`config.mk`:
```
export PLATFORM = sky130hd
export DESIGN_NAME = rom_sequencer
export DESIGN_NICKNAME = d
export VERILOG_FILES = /design/src/rtl/rom_seq_pkg.sv /design/src/rtl/tick_gen.sv /design/src/rtl/rom_sequencer.sv
export SDC_FILE = /design/constraint.sdc
export NUM_CORES = 1
export LEC_CHECK = 0
export ABC_AREA = 1
export BUFFER_PORTS_ARGS = -buffer_cell sky130_fd_sc_hd__buf_2
export CORE_MARGIN = 4
export CORE_UTILIZATION = 55
export DETAILED_ROUTE_END_ITERATION = 8
export PLACE_DENSITY = 0.75
export SYNTH_ARGS = -nofsm -noshare
export SYNTH_HDL_FRONTEND = slang
export SYNTH_SLANG_ARGS = --single-unit
```
`constraint.sdc`:
```
create_clock -name clk -period 5.3 [get_ports clk]
set_input_delay 0 -clock clk [delete_from_list [all_inputs] [get_ports clk]]
set_output_delay 0 -clock clk [all_outputs]
set_load 0.01 [all_outputs]
```
`src/rtl/rom_seq_pkg.sv`:
```
// rom_seq_pkg: shared types and constants for the ROM address sequencer
package rom_seq_pkg;
  localparam int ADR_W = 3;
  localparam int DATA_W = 4;
  localparam int SUM_W = ADR_W + DATA_W;
  localparam int LAST_UP = 7;
  localparam int LAST_DN = 0;
  typedef enum logic {IDLE, RUN} state_t;
endpackage

```
`src/rtl/tick_gen.sv`:
```
// tick_gen: prescaler that pulses tick every TICK_DIV enabled cycles
module tick_gen #(
  parameter int TICK_DIV = 4
) (
  input  logic clk,
  input  logic rst,
  input  logic en,
  input  logic clr,
  output logic tick
);
  localparam int W = TICK_DIV > 1 ? $clog2(TICK_DIV) : 1;
  localparam logic [W-1:0] TOP = W'(TICK_DIV - 1);
  logic [W-1:0] cnt;
  assign tick = en && cnt == TOP;
  always_ff @(posedge clk)
    if (rst || clr) cnt <= '0;
    else if (en) cnt <= tick ? '0 : cnt + 1'b1;
endmodule

```
`src/rtl/rom_sequencer.sv`:
```
// rom_sequencer: steps a ROM address at a prescaled rate, capturing and summing each word
module rom_sequencer #(
  parameter int TICK_DIV = 50_000_000,
  parameter int ADR_W = 3,
  parameter int DATA_W = 4
) (
  input  logic                    clk,
  input  logic                    rst,
  input  logic                    start,
  input  logic                    stop,
  input  logic                    dir,
  input  logic                    loop,
  output logic [ADR_W-1:0]        rom_adr,
  input  logic [DATA_W-1:0]       rom_data,
  output logic [DATA_W-1:0]       data_q,
  output logic                    data_valid,
  output logic [ADR_W+DATA_W-1:0] sum,
  output logic                    busy,
  output logic                    done
);
  import rom_seq_pkg::*;
  localparam int SW = ADR_W + DATA_W;
  state_t state, state_n;
  logic dir_q, tick, capture, accept, last, first;
  logic [ADR_W-1:0] home;
  tick_gen #(.TICK_DIV(TICK_DIV)) u_tick (
    .clk(clk),
    .rst(rst),
    .en(state == RUN),
    .clr(state != RUN),
    .tick(tick)
  );
  assign busy = state == RUN;
  // home is where a pass starts; the opposite end is the last location
  always_comb begin
    home = dir_q ? '1 : '0;
    first = rom_adr == home;
    last = rom_adr == ~home;
    accept = state == IDLE && start && !stop;
    capture = state == RUN && tick && !stop;
    state_n = accept ? RUN
            : (state == RUN && (stop || (capture && last && !loop))) ? IDLE
            : state;
  end
  // stepping past the last location lands on home, so wrap and return share one increment
  always_ff @(posedge clk) begin
    if (rst) begin
      state <= IDLE;
      rom_adr <= '0;
      data_q <= '0;
      sum <= '0;
      data_valid <= 1'b0;
      done <= 1'b0;
      dir_q <= 1'b0;
    end else begin
      state <= state_n;
      data_valid <= capture;
      done <= capture && last;
      if (accept) begin
        rom_adr <= dir ? '1 : '0;
        dir_q <= dir;
        sum <= '0;
      end else if (capture) begin
        data_q <= rom_data;
        sum <= (first ? '0 : sum) + SW'(rom_data);
        rom_adr <= dir_q ? rom_adr - 1'b1 : rom_adr + 1'b1;
      end
    end
  end
endmodule

```
## Word level (Yosys, flattened, before mapping)

Index checks and enable logic that the tools add are counted.
Widths: inputs -> output; s select.

- Reduce and logical (&&, ||, !) cells: 16
- Order comparisons: 0
- Div/mod/pow operators: 0
- Eq/ne operators: 3
- Multipliers: 0
- Bitwise logic cells: 3
- Shifts and indexed selects: 0
- Add/sub/neg operators: 4
- Mux-type cells: 9

Operators with widths:

| operator | number |
|---|---|
| $add 26x1->26 const B | 1 |
| $eq 26x26->1 const B | 1 |
| $mux 26 | 1 |
| $mux 3 | 5 |
| $logic_and 1x1->1 | 8 |
| $add 7x4->7 | 1 |
| $mux 7 | 1 |
| $eq 3x3->1 | 2 |
| $reduce_bool 2->1 | 2 |
| $add 3x1->3 const B | 1 |
| $not 3->3 | 1 |
| $sub 3x1->3 const B | 1 |
| $logic_not 1->1 | 2 |
| $logic_or 1x1->1 | 2 |
| $mux 1 | 2 |
| $not 1->1 | 2 |
| $reduce_and 2->1 | 1 |
| $reduce_or 2->1 | 1 |

- RAM bits: 0
- Output and inout bits: 17
- ROM bits: 0
- Memories: 0
- Latch bits: 0
- Bits in registers: 44

## Depth between registers and ports, before layout

Gate-level depths: netlist (run 1).

- Word-level depth: 10
- Gate-level depth with buffers: 13

## Cells and area by module

From an unflattened synthesis (run 1), not the netlist that was laid out.

- Cells, all modules: 377
- Area, all modules: 2597.5 um2

Modules (own cells, without submodules):

| module | area each (um2) | cells an instance | times used | sequential area each (um2) |
|---|---|---|---|---|
| tick_gen | 1570.3 | 242 | 1 | 520.5 |
| rom_sequencer | 1027.2 | 135 | 1 | 360.3 |

## Least setup slack after synthesis (run 1)

OpenSTA, ideal clock, no wires.

- Path type: reg-to-reg
- Start: register rom_adr[1]
- End: register sum[6]
- Clock period less this slack: 2.196 ns
- Setup slack: 3.104 ns
- Arrival time: 2.126 ns
- Stages on the path, launching flop included: 14
- Data required time: 5.230 ns
- Cells stage by stage: dfxtp_1 > ha_1 > inv_1 > nand3_1 > nor2_2 > nor2_1 > ha_1 > inv_1 > fa_1 > o21ai_0 > nand4_1 > nor2_1 > nand2_1 > a21oi_1

- Cells in the longest elaborated chain, start to end: 3

Ends and longest elaborated chain:

| item | RTL line | source |
|---|---|---|
| from (decl) | rom_sequencer.sv:13 | `output logic [ADR_W-1:0] rom_adr,` |
| from (signal assigned) | rom_sequencer.sv:60 | `rom_adr <= dir ? '1 : '0;` |
| from (signal assigned) | rom_sequencer.sv:66 | `rom_adr <= dir_q ? rom_adr - 1'b1 : rom_adr + 1'b1;` |
| $eq 3x3->1 | rom_sequencer.sv:37 | `first = rom_adr == home;` |
| $mux 7 | rom_sequencer.sv:65 | `sum <= (first ? '0 : sum) + SW'(rom_data);` |
| $add 7x4->7 | rom_sequencer.sv:65 |  |
| to (signal assigned) | rom_sequencer.sv:65 |  |
| to (decl) | rom_sequencer.sv:17 | `output logic [ADR_W+DATA_W-1:0] sum,` |

Every way passes these cells.
A chain may end at the register's enable or synchronous reset.

## Final worst setup path (run 1)

- Start: register dir_q
- End: register sum[6]

- Cells in the longest elaborated chain, start to end: 4

Ends and longest elaborated chain:

| item | RTL line | source |
|---|---|---|
| from (decl) | rom_sequencer.sv:24 | `logic dir_q, tick, capture, accept, last, first;` |
| from (signal assigned) | rom_sequencer.sv:61 | `dir_q <= dir;` |
| $mux 3 | rom_sequencer.sv:36 | `home = dir_q ? '1 : '0;` |
| $eq 3x3->1 | rom_sequencer.sv:37 |  |
| $mux 7 | rom_sequencer.sv:65 |  |
| $add 7x4->7 | rom_sequencer.sv:65 |  |

Every way passes these cells.

==> reports/qor.csv, run 1 <==
metric,value,unit
status,"complete, no violations",
"Arr. time, crit path",2.62,ns
Post-DP Area,2620,um2
sequential element share of the synthesized area,0.356,
Detailed Route WL,5140,um
HP Start,start,
vias per cell,5.17,
die height,75.0,um
FILL cells,410,
GRT Util Overall,0.199,
Die W,75.0,um
Sink Count,44,
postcts setup bufs,0,
cell repeated most along the worst path,nor2_1,
DRT Pass-1 Iters,4,
CP Max Fanout,7,
FP Rows,24,
maxcap violations,0,
H-tree Lvls,2,
Setup CP Type,reg -> reg,
Post-route DRC,0,
biggest cell delay along the critical path,0.43,ns
Tmin final,2.39,ns
share of post-route cells with drive strength above 1,0.197,
Ant. Diodes,0,
clk slew on worst S/H paths,0.07,ns
main flop type after synthesis,dfxtp_1,
CP Data Required Time,5.53,ns
Max Slew Vio Count,0,
clock buffer depth,2,
Port Buffers,26,
"EDFF count, synth",0,
root buffer cell,clkbuf_8,
"area leader, netlist",dfxtp_1,
vias in the first global route,2069,
Setup TNS,0,ns
crit path launch,dir_q$_SDFFE_PP0P_,
Multi-input gate area,1340,um2
drt wl/cell,12.0,um
Final Hold Violating Endpoints,0,
startpoint class of the critical path,flip-flop,
via count,2212,
Max VDD drop,0.000109,V
GP Congestion,0.839,
IO Pins,27,
cell leakage power,0.00114,uW
P&R area growth vs syn,11.8,%
"top cells by area, synth","dfxtp_1 (36%), nand2_1 (8.2%), nor2_1 (7.9%)",
Slew headroom,0.635,
largest net degree at the start of global routing,16,
slew at the pin closest to its max-slew limit,0.547,ns
Tcrit/Tclk final,0.451,
Synth top cells by count,"nand2_1 (54), nor2_1 (52), inv_1 (48)",
sequential cell area,881,um2
finished layout cell area,2760,um2
top cell type's share of synthesized area,0.356,
CTS buffer count,5,
core area,4350,um2
Syn Area/Cell,7.23,um2
total gr overflow,0,
setup-violating endpoint count in the final report,0,
WHS Path Cells,3,
initial antenna violation count,0,
PD cells,215,nW/um2
CP Capture Type,flip-flop,
Layout Nets,394,
DR iter-0 viols,113,
f_max,0.418,GHz
"Net Count, Synth",360,
crit-path cells,xor2_1 -> nor2_2 -> nor2_1 -> ha_1 -> inv_1 -> fa_1 -> o21ai_0 -> nand4_1 -> nor2_1 -> nand2_1 -> a21oi_1,
R2R cell count,11,
Cells after Synth,342,
Netlist cell types,34,
Layout Cells excl Fill,428,
reg2reg start,dir_q$_SDFFE_PP0P_,
first-pass GRT wire length,8590,um
number of nets with antenna violations after routing,0,
Ys Warns,0,
most common cell in the netlist,nand2_1,
DIE AREA,5630,um2
DP HPWL,4010,um
synthesized flop and latch total,44,
"Async S/R FF share, synth",0,
"Slowest-stage cell, CP",dfxtp_1,
r2r setup slk,2.91,ns
worst hold path class,in -> reg,
CTS tree,yes,
Placed Instances,416,
RSZ-0062 raised after global routing,false,
clock skew,0.00459,ns
clk_lat worst skew,0.29,ns
Power Total,595,uW
synthesized area,2470,um2
Starting Density,0.568,
[area by class of cell]
cell class | count | area share
multi-input combinational | 241 | 0.485
clock buffer | 7 | 0.0349
inverter | 53 | 0.0724
timing repair buffer | 31 | 0.0652
tap | 52 | 0.0235
sequential | 44 | 0.319
[cells by family after synthesis]
| kind of cell | Yosys count | synth area share |
|---|---|---|
| simple gates | 176 | 0.354 |
| flops | 44 | 0.356 |
| fa+ha+maj | 8 | 0.0466 |
| compound gates | 50 | 0.117 |
| xor+xnor | 7 | 0.0248 |
| buf+inv | 57 | 0.101 |
[metal layers]
layer / GRT usage / vias to the layer above / part of all wire
met5: 0 / - / 0
met4: 0.0791 / 0 / 0.016
met3: 0.0401 / 8 / 0.049
met2: 0.361 / 46 / 0.49
met1: 0.227 / 994 / 0.44
li1: - / 1164 / -
[worst max-delay path: cells and delay by family, from the launching register on]
kind                       cells  cell delay, ns
AOI/OAI and AO/OA              2            0.37
xor gates and xnor gates       1            0.32
adders and majority gates      2            0.56
buffers and inverters          1            0.06
DFF                            1            0.43
and+or+nand+nor                5            0.60
[final timing paths]
kind	to
max	sum[6]$_SDFFE_PP0P_
min	busy$_SDFFE_PP0P_
max reg2reg	sum[6]$_SDFFE_PP0P_
min reg2reg	u_tick.cnt[0]$_SDFFE_PP0P_
[cell usage in the layout (no fill, tap or decap), drive strengths merged]
cell	synthesis	routed
nor2	66	66
nand2	59	59
inv	52	52
dfxtp	44	44
buf	4	26
a21oi	26	26
nand3	25	25
o21ai	19	19
nor3	12	12
nand4	7	7
clkbuf	0	7
ha	6	6
xor2	5	5
dlygate4sd3	0	5
o21a	3	3
nor3b	3	3
nor4	2	2
xnor2	2	2
fa	2	2
a211oi	1	1
o31ai	1	1
clkinv	1	1
nand3b	1	1
and2	1	1
[where the power goes]
| group | internal, uW | total [uW] | switching, uW | leakage (uW) |
|---|---|---|---|---|
| registers | 332 | 336 | 3.40 | 0.000355 |
| logic | 13.3 | 36.1 | 22.8 | 0.000732 |
| clock network | 116 | 223 | 107 | 0.0000503 |
| total | 462 | 595 | 134 | 0.00114 |
[per-stage QoR]
step                      hold slack [ns]  setup slack [ns]   util
after floorplan                    0.0624              3.10      -
after global placement              0.257              2.99  0.601
after detailed placement            0.255              2.93  0.601
after CTS                          0.0624              2.88  0.635
after global routing                0.102              2.57  0.635
final                              0.0751              2.91  0.635
[flip-flops by register name (all words and copies together) (netlist names)]
signal,cells
done,1
busy,1
dir_q,1
data_q,4
sum,7
u_tick.cnt,26
data_valid,1
rom_adr,3
[what timing repair did]
action | in CTS | in global routing
hold endpoints to repair | 8 | 0
hold buffers | 5 | 0
gates resized for setup | 0 | 0
(Power assumes the default switching activity.)
==> run 2: changes to the inputs <==
==> constraint.sdc (replaced) <==
create_clock -name clk -period 2.5 [get_ports clk]
set_input_delay 0 -clock clk [delete_from_list [all_inputs] [get_ports clk]]
set_output_delay 0 -clock clk [all_outputs]
set_load 0.01 [all_outputs]
==> run 2 against run 1 <==
- clock power up 100%
- via count down 0.50%
- highest routed layer unchanged
- final area up 1.0%
- routed wire length down 0.33%
- total power up 110%
- non-clock buffer count up 2
- sequential power up 110%
- maximum frequency up 5.7%
- hold slack worse by 0.0037 ns
- sequential share of layout area down 0.28 points
==> reports/qor.csv, run 2 (synthesis results as in run 1) <==
metric,value,unit
DRT Pass-1 Iters,4,
Tmin final,2.26,ns
Final Hold Violating Endpoints,0,
clock skew,0.00716,ns
sequential power share,0.568,
Comb pwr share,0.068,
core area,4350,um2
crit-path cells,ha_1 -> inv_1 -> nand3_1 -> nor2_4 -> nor2_1 -> ha_1 -> a21oi_1 -> nand2_1 -> a21oi_1 -> inv_1 -> nand3_1 -> nand2_1 -> a21oi_1,
maxcap violations,0,
Hold WS,0.0714,ns
Setup WS pre-CTS,0.120,ns
DIE AREA,5630,um2
GRT Util Overall,0.195,
sequential cell area,882,um2
WP depth,13,
internal power,962,uW
status,"complete, no violations",
CP Max Fanout,7,
Layout Nets,396,
r2r setup slk,0.24,ns
Switching Fraction,0.231,
setup-violating endpoint count in the final report,0,
biggest cell delay along the critical path,0.41,ns
share of post-route cells with drive strength above 1,0.208,
FILL cells,396,
WHS Path Cells,3,
largest net degree at the start of global routing,16,
Post-route DRC,0,
Max Slew Vio Count,0,
postcts setup bufs,0,
DP HPWL,4000,um
"Arr. time, crit path",2.49,ns
FP Rows,24,
CTS buffer count,5,
worst hold path class,in -> reg,
"Slowest-stage cell, CP",dfxtp_1,
via count,2201,
vias in the first global route,2044,
Max VDD drop,0.000262,V
Port Buffers,26,
max reg flops,26,
cell repeated most along the worst path,a21oi_1,
reg2reg end,sum[5]$_SDFFE_PP0P_,
slew at the pin closest to its max-slew limit,0.323,ns
crit path to,sum[5]$_SDFFE_PP0P_,
most frequent standard cell in the layout excluding fill and tap cells,nand2_1,
total gr overflow,0,
crit path launch,rom_adr[1]$_SDFFE_PP0P_,
root buffer cell,clkbuf_8,
largest register by flop count,u_tick.cnt,
vias per cell,5.11,
Ant. Diodes,0,
PD cells,448,nW/um2
DR iter-0 viols,49,
GP Congestion,0.845,
drt wl/cell,11.9,um
RSZ-0062 raised after global routing,false,
IO Pins,27,
most frequent cells in the layout,"nand2_1 (54), nor2_1 (52), inv_1 (48)",
fin worst setup slack,0.238,ns
reg2reg start,rom_adr[1]$_SDFFE_PP0P_,
Bufs and invs on worst path,2,
clock buffer depth,2,
finished layout cell area,2790,um2
Post-DP Area,2630,um2
clk_lat worst skew,0.29,ns
Slew headroom,0.784,
Multi-input gate area,1360,um2
CP Data Required Time,2.73,ns
Top Registers,"u_tick.cnt: 26 flops, sum: 7 flops, data_q: 4 flops",
Layout Cells excl Fill,431,
Detailed Route WL,5120,um
CP Capture Type,flip-flop,
first-pass GRT wire length,8490,um
CTS tree,yes,
Top delay family on crit path,simple AND/OR/NAND/NOR gates,
die height,75.0,um
P_sw,289,uW
initial antenna violation count,0,
clock share of power,0.364,
Placed Instances,418,
Sink Count,44,
Setup TNS,0,ns
Starting Density,0.568,
Setup CP Type,reg -> reg,
cell leakage power,0.00115,uW
P&R area growth vs syn,13.0,%
R2R cell count,13,
H-tree Lvls,2,
Tcrit/Tclk final,0.905,
clk slew on worst S/H paths,0.08,ns
startpoint class of the critical path,flip-flop,
f_max,0.442,GHz
number of nets with antenna violations after routing,0,
Die W,75.0,um
[run 2: cell count changes in the layout (fill, tap and decap cells not counted), sizes merged]
cell	previous run	this run
clkbuf	7	8
buf	26	28
[run 2: worst min path at each step]
stage	end	slack, ns	startpoint
3_5_place_dp	data_q[3]$_SDFFE_PP0P_	0.26	rom_data[3]
5_1_grt	busy$_SDFFE_PP0P_	0.09	start
3_3_place_gp	data_q[2]$_SDFFE_PP0P_	0.26	rom_data[2]
6_report	busy$_SDFFE_PP0P_	0.07	start
4_1_cts	busy$_SDFFE_PP0P_	0.06	start
2_1_floorplan	rom_adr[2]$_SDFFE_PP0P_	0.06	rst
[run 2: power by group through the flow]
stage / sequential (uW) / combinational, uW / clock, uW
global route: 711 / 94.4 / 494
floorplan: 729 / 45.7 / 0
detailed placement: 726 / 75.5 / 0
finish: 710 / 85.5 / 455
global placement: 726 / 74.6 / 0
CTS: 710 / 81.8 / 468
[run 2: cell type report]
type | instances | area share
clock buffer | 8 | 0.0323
inverter | 53 | 0.0717
multi-input combinational | 241 | 0.487
tap | 52 | 0.0233
timing repair buffer | 33 | 0.0699
sequential | 44 | 0.316
[run 2: routing by layer]
layer  vias to the layer above  global-route usage  wire length (um)
li1                       1173                   -                 -
met1                       979               0.233              2380
met2                        37               0.339              2430
met3                        12              0.0294               187
met4                         0              0.0909               130
met5                         -                   0                 0
[run 2: worst reg2reg max path, delay by kind of cell, from the launching register on]
family / cells / cell delay [ns]
flip-flops: 1 / 0.41
AND/OR/NAND/NOR: 6 / 0.63
buffers and inverters: 2 / 0.13
adder cells (fa/ha/maj): 2 / 0.60
AO/OA/AOI/OAI: 3 / 0.45
[run 2: repair_timing]
| action | CTS | global route |
|---|---|---|
| hold buffers | 5 | 0 |
| endpoints found under the setup margin | 0 | 3 |
| gates resized for setup | 0 | 6 |
| endpoints found under the hold margin | 8 | 0 |
[run 2: through the flow]
step           utilization  total power (uW)
2_1_floorplan            -               774
3_3_place_gp         0.605               801
3_5_place_dp         0.605               802
4_1_cts              0.637              1260
5_1_grt              0.641              1300
6_report             0.641              1250
